**config.mk**
```make
export PLATFORM = sky130hd
export DESIGN_NAME = enum_sequencer
export DESIGN_NICKNAME = d
export VERILOG_FILES = /design/src/rtl/enum_sequencer.sv
export SDC_FILE = /design/constraint.sdc
export NUM_CORES = 1
export LEC_CHECK = 0
export CAP_MARGIN = 0
export CORE_UTILIZATION = 30
export CTS_CLUSTER_DIAMETER = 100
export DETAILED_ROUTE_END_ITERATION = 8
export PLACE_DENSITY_LB_ADDON = 0.2
export SLEW_MARGIN = 20
export SYNTH_ARGS = -nofsm -noshare
export SYNTH_HDL_FRONTEND = slang
export SYNTH_SLANG_ARGS = --single-unit
```
**constraint.sdc**
```tcl
create_clock -name clk -period 2.4 [get_ports clk]
set_input_delay 0.36 -clock clk [delete_from_list [all_inputs] [get_ports clk]]
set_output_delay 0.36 -clock clk [all_outputs]
set_load 0.02 [all_outputs]
```
**src/rtl/enum_sequencer.sv**
```systemverilog
// enum_sequencer: registered FSM stepping an enum code in toggle/up/down/pingpong modes.
// Optional auto-step dwell timer enabled by defining ENUM_SEQ_AUTO_STEP_EN.
module enum_sequencer #(
    parameter int WIDTH        = 8,
    parameter int NUM_VALUES   = 4,
    parameter int DWELL_CYCLES = 3
) (
    input  logic             clk,
    input  logic             reset,
    input  logic             start,
    input  logic             stop,
    input  logic [1:0]       mode,
    input  logic             advance,
    output logic [WIDTH-1:0] value,
    output logic             value_valid,
    output logic             wrap,
    output logic             fsm_state
);

    typedef enum logic {
        ST_INIT = 1'b0,
        ST_RUN  = 1'b1
    } state_t;

    typedef enum logic [1:0] {
        M_TOGGLE = 2'd0,
        M_UP     = 2'd1,
        M_DOWN   = 2'd2,
        M_PING   = 2'd3
    } mode_t;

    localparam logic [WIDTH:0] LAST = (WIDTH+1)'(NUM_VALUES - 1);
    localparam logic [WIDTH:0] ONE  = (WIDTH+1)'(1);
    localparam logic [WIDTH:0] ZERO = '0;

    state_t         state;
    logic           dir_up;
    logic           step;
    logic [WIDTH:0] cur;
    logic [WIDTH:0] nxt;
    logic           nxt_wrap;
    logic           nxt_dir_up;
    logic           going_up;
    logic           unused_msb;

    assign fsm_state  = state;
    assign unused_msb = nxt[WIDTH];

`ifdef ENUM_SEQ_AUTO_STEP_EN
    localparam int DW = (DWELL_CYCLES > 1) ? $clog2(DWELL_CYCLES) : 1;

    logic [DW-1:0] dwell;
    logic          tick;

    assign tick = (state == ST_RUN) && (dwell == DW'(DWELL_CYCLES - 1));
    assign step = (state == ST_RUN) && (advance || tick);

    always_ff @(posedge clk) begin
        if (reset || state != ST_RUN || stop || step) begin
            dwell <= '0;
        end else begin
            dwell <= dwell + DW'(1);
        end
    end
`else
    logic unused_cfg;

    assign unused_cfg = (DWELL_CYCLES > 0);
    assign step       = (state == ST_RUN) && advance;
`endif

    always_comb begin
        cur        = {1'b0, value};
        nxt        = cur;
        nxt_wrap   = 1'b0;
        nxt_dir_up = dir_up;
        going_up   = 1'b0;
        unique case (mode_t'(mode))
            M_TOGGLE: begin
                if (cur == ZERO) begin
                    nxt = ONE;
                end else begin
                    nxt      = ZERO;
                    nxt_wrap = 1'b1;
                end
            end
            M_UP: begin
                if (cur >= LAST) begin
                    nxt      = ZERO;
                    nxt_wrap = 1'b1;
                end else begin
                    nxt = cur + ONE;
                end
            end
            M_DOWN: begin
                if (cur == ZERO) begin
                    nxt      = LAST;
                    nxt_wrap = 1'b1;
                end else begin
                    nxt = cur - ONE;
                end
            end
            M_PING: begin
                // Bounce off an endpoint even if another mode parked us there.
                going_up = (dir_up && cur < LAST) || (!dir_up && cur == ZERO);
                nxt      = going_up ? cur + ONE : cur - ONE;
                if (nxt == LAST) begin
                    nxt_dir_up = 1'b0;
                    nxt_wrap   = 1'b1;
                end else if (nxt == ZERO) begin
                    nxt_dir_up = 1'b1;
                    nxt_wrap   = 1'b1;
                end else begin
                    nxt_dir_up = going_up;
                end
            end
        endcase
    end

    always_ff @(posedge clk) begin
        if (reset) begin
            state       <= ST_INIT;
            value       <= '0;
            value_valid <= 1'b0;
            wrap        <= 1'b0;
            dir_up      <= 1'b1;
        end else begin
            unique case (state)
                ST_INIT: begin
                    wrap  <= 1'b0;
                    value <= '0;
                    if (start) begin
                        state       <= ST_RUN;
                        value_valid <= 1'b1;
                        dir_up      <= 1'b1;
                        if (mode_t'(mode) == M_DOWN) begin
                            value <= LAST[WIDTH-1:0];
                        end
                    end
                end
                ST_RUN: begin
                    if (stop) begin
                        state       <= ST_INIT;
                        value       <= '0;
                        value_valid <= 1'b0;
                        wrap        <= 1'b0;
                    end else if (step) begin
                        value  <= nxt[WIDTH-1:0];
                        wrap   <= nxt_wrap;
                        dir_up <= nxt_dir_up;
                    end else begin
                        wrap <= 1'b0;
                    end
                end
            endcase
        end
    end

endmodule

```
==> out/metrics.csv <==
stage,metric,value,unit
sta,Final setup viols,0,
placed_design,post-detail-place hpwl,1800,um
final_layout,multi-input logic area,647,um^2
hold_path,hold path depth,2,
synthesis,synthesized instance count,127,
sta,Final Max Tran Viols,0,
die,Starting Density,0.328,
power_and_ir_drop,Clock Power Share,0.287,
clocking,clock insertion delay at the later pin of the skew report,0.28,ns
setup_path,Crit path required time,2.59,ns
setup_path,FF-to-FF path depth,8,
sta,slew at the pin closest to its max-slew limit,0.707,ns
sta,Final min period,2.05,ns
route,Post-Route WL,2440,um
power_and_ir_drop,Power Density,393,nW/um^2
synthesis,"Avg Cell Area, Syn",7.37,um^2
clocking,clock sink count,12,
route,DR vias,1010,
setup_path,WS Path Type,register to register,
sta,skew final,0.00688,ns
run,max-cap violations,0,
grt,GRT Total Usage,0.148,
clocking,Root Buffer Master,clkbuf_4,
synthesis,post-synthesis cell type count,41,
clocking,Max H-tree Level,1,
route,post-route ant nets,0,
die,DIE AREA,3350,um^2
route,DRT iter0 DRCs,45,
hold_path,critical hold path startpoint,value_valid$_SDFFE_PP0P_,
die,num rows,19,
route,drt pass-1 iters,4,
power_and_ir_drop,Leakage Power,0.000444,uW
synthesis,post-synthesis async set-or-reset flop share,0,
power_and_ir_drop,P_int,311,uW
grt,largest net degree at the start of global routing,12,
sta,setup TNS,0,ns
route,vias per cell,5.80,
synthesis,Yosys reg bits,12,
power_and_ir_drop,Logic pwr share,0.250,
placed_design,RePlAce Congestion,0.962,
die,die height,57.9,um
power_and_ir_drop,Net Sw Frac,0.317,
grt,first-pass GRT wire length,3880,um
synthesis,Synth Net Count,137,
hold_path,Min-Delay Endpoint,value_valid$_SDFFE_PP0P_,
clocking,CTS hold repair buffers,0,
clocking,CTS Buf Count,3,
setup_path,end of the worst register-to-register path,value[5]$_SDFFE_PP0P_,
sta,relative slew slack,0.525,
power_and_ir_drop,Worst VDD drop,207,uV
clocking,CTS Buffer Depth,2,
setup_path,WP data arrival,2.24,ns
synthesis,"Top FF cell, synth",dfxtp_1,
sta,final period utilization,0.854,
synthesis,Yosys warnings,0,
sta,fmax,0.488,GHz
die,Top-Level Pins,18,
grt,vias in the first global route,850,
sta,Final Hold Viols,0,
clocking,Worst-path clk slew,0.08,ns
setup_path,CP max FO,8,
route,routed length per instance,14.0,um
synthesis,Synth Cell Area,936,um^2
die,CORE AREA,2850,um^2
power_and_ir_drop,switching pwr,144,uW
grt,initial antenna violation count,0,
outcome,status,finished clean,
clocking,TritonCTS clock tree,yes,
placed_design,PortBufs,17,
die,chip width,57.9,um
setup_path,CP startpoint kind,register,
final_layout,post-layout util,0.407,
setup_path,RR Startpoint,value[0]$_SDFFE_PP0P_,
setup_path,nature of the critical path endpoint,register,
setup_path,reg2reg setup slack,0.35,ns
route,DRC,0,
synthesis,Post-synth EDFFs,0,
power_and_ir_drop,Reg power frac,0.462,
synthesis,sequential share of the synthesized area,0.257,
hold_path,Hold Crit Class,register to register,
grt,Overflow after GRT,0,
final_layout,share of cells above drive strength 1,0.0769,
final_layout,Final nets,155,
final_layout,area grow syn2layout,23.9,%
final_layout,ANT cells,0,
sta,unrepaired setup endpoints after global routing,no,
final_layout,fillers,296,
final_layout,Seq. cell area,240,um^2
final cells by class:
type                            count  share of cell area
Tap cell                           31              0.0334
Multi-Input combinational cell    102               0.558
Sequential cell                    12               0.207
Inverter                            7              0.0227
Clock buffer                        3              0.0194
Timing Repair Buffer               19               0.160
how the worst max path moves through the flow:
stage	from	endpoint	slack [ns]	cells after the start
after floorplan	value[0]$_SDFFE_PP0P_	dir_up$_SDFFE_PP1P_	0.31	9
after global placement	mode[0]	value[4]$_SDFFE_PP0P_	0.11	7
after detailed placement	mode[0]	value[5]$_SDFFE_PP0P_	0.1	7
after CTS	value[0]$_SDFFE_PP0P_	value[5]$_SDFFE_PP0P_	0.18	8
after global routing	value[0]$_SDFFE_PP0P_	value[4]$_SDFFE_PP0P_	0.19	8
final	value[0]$_SDFFE_PP0P_	value[5]$_SDFFE_PP0P_	0.35	8
worst max-delay path: stages, from the launching register on:
cell     delay (ns)
dfxtp_1        0.48
inv_1          0.14
ha_1           0.33
a21o_1         0.20
a41oi_2        0.29
nand2_1        0.21
a21oi_1        0.15
o21ai_0        0.08
o31ai_1        0.09
synth_stat cells (2+ instances only):
| library cell | instances | share of area |
|---|---|---|
| o31ai_1 | 3 | 0.024 |
| o21ai_0 | 9 | 0.048 |
| nand2_1 | 12 | 0.048 |
| clkbuf_1 | 5 | 0.020 |
| inv_1 | 7 | 0.028 |
| nor3_1 | 3 | 0.016 |
| nand2b_1 | 2 | 0.013 |
| dfxtp_1 | 12 | 0.26 |
| nand3_1 | 7 | 0.037 |
| nor2b_1 | 4 | 0.027 |
| nor2_1 | 15 | 0.060 |
| a21oi_1 | 10 | 0.053 |
| xnor2_1 | 2 | 0.019 |
| nand4_1 | 2 | 0.013 |
| a41oi_1 | 2 | 0.019 |
| ha_1 | 3 | 0.040 |
| a221oi_1 | 2 | 0.019 |
| xor2_1 | 4 | 0.037 |
power by group through the flow:
stage | logic, uW | clock network [uW] | registers (uW)
floorplan | 69.6 | 0 | 220
global placement | 112 | 0 | 215
detailed placement | 112 | 0 | 216
CTS | 112 | 133 | 211
global route | 125 | 142 | 212
finish | 114 | 131 | 211
kinds of logic after synthesis:
kind of cell    synth area share
flops                      0.257
buf+inv                   0.0602
simple gates               0.307
compound gates             0.279
fa+ha+maj                 0.0401
xor+xnor                  0.0561
timing repair:
item | CTS | global route
resized for setup | 0 | 1
endpoints found under the setup margin | 0 | 2
buffers inserted | 0 | 0
through the flow:
stage	instances	hold slack (ns)	total power (uW)	area, um^2	worst slack (ns)
after floorplan	127	0.541	290	936	0.312
after global placement	171	0.479	328	1130	0.108
after detailed placement	171	0.493	327	1130	0.0978
after CTS	174	0.510	456	1150	0.178
after global routing	174	0.582	479	1160	0.193
final	174	0.501	456	1160	0.351
cells in the final DEF (no fill, tap or decap), drive strengths merged, types with 4 or more instances in the layout:
| cell | synthesis | final |
|---|---|---|
| nor2b | 4 | 4 |
| nand2 | 13 | 13 |
| clkdlybuf4s50 | 0 | 17 |
| dfxtp | 12 | 12 |
| nor2 | 15 | 15 |
| nand3 | 7 | 7 |
| a21oi | 11 | 11 |
| inv | 7 | 7 |
| o21ai | 9 | 9 |
| xor2 | 4 | 4 |
layer usage:
layer | GRT usage | vias to the layer above | share of wire
li1 | - | 496 | -
met1 | 0.222 | 460 | 0.48
met2 | 0.215 | 51 | 0.43
met3 | 0.0201 | 3 | 0.078
met4 | 0.0510 | 0 | 0.011
met5 | 0 | - | 0
registers in the layout, summed over array words and instances (netlist names):
register,flops
dir_up,1
value_valid,1
fsm_state,1
value,8
wrap,1
Power figures use the tool's default switching activity.
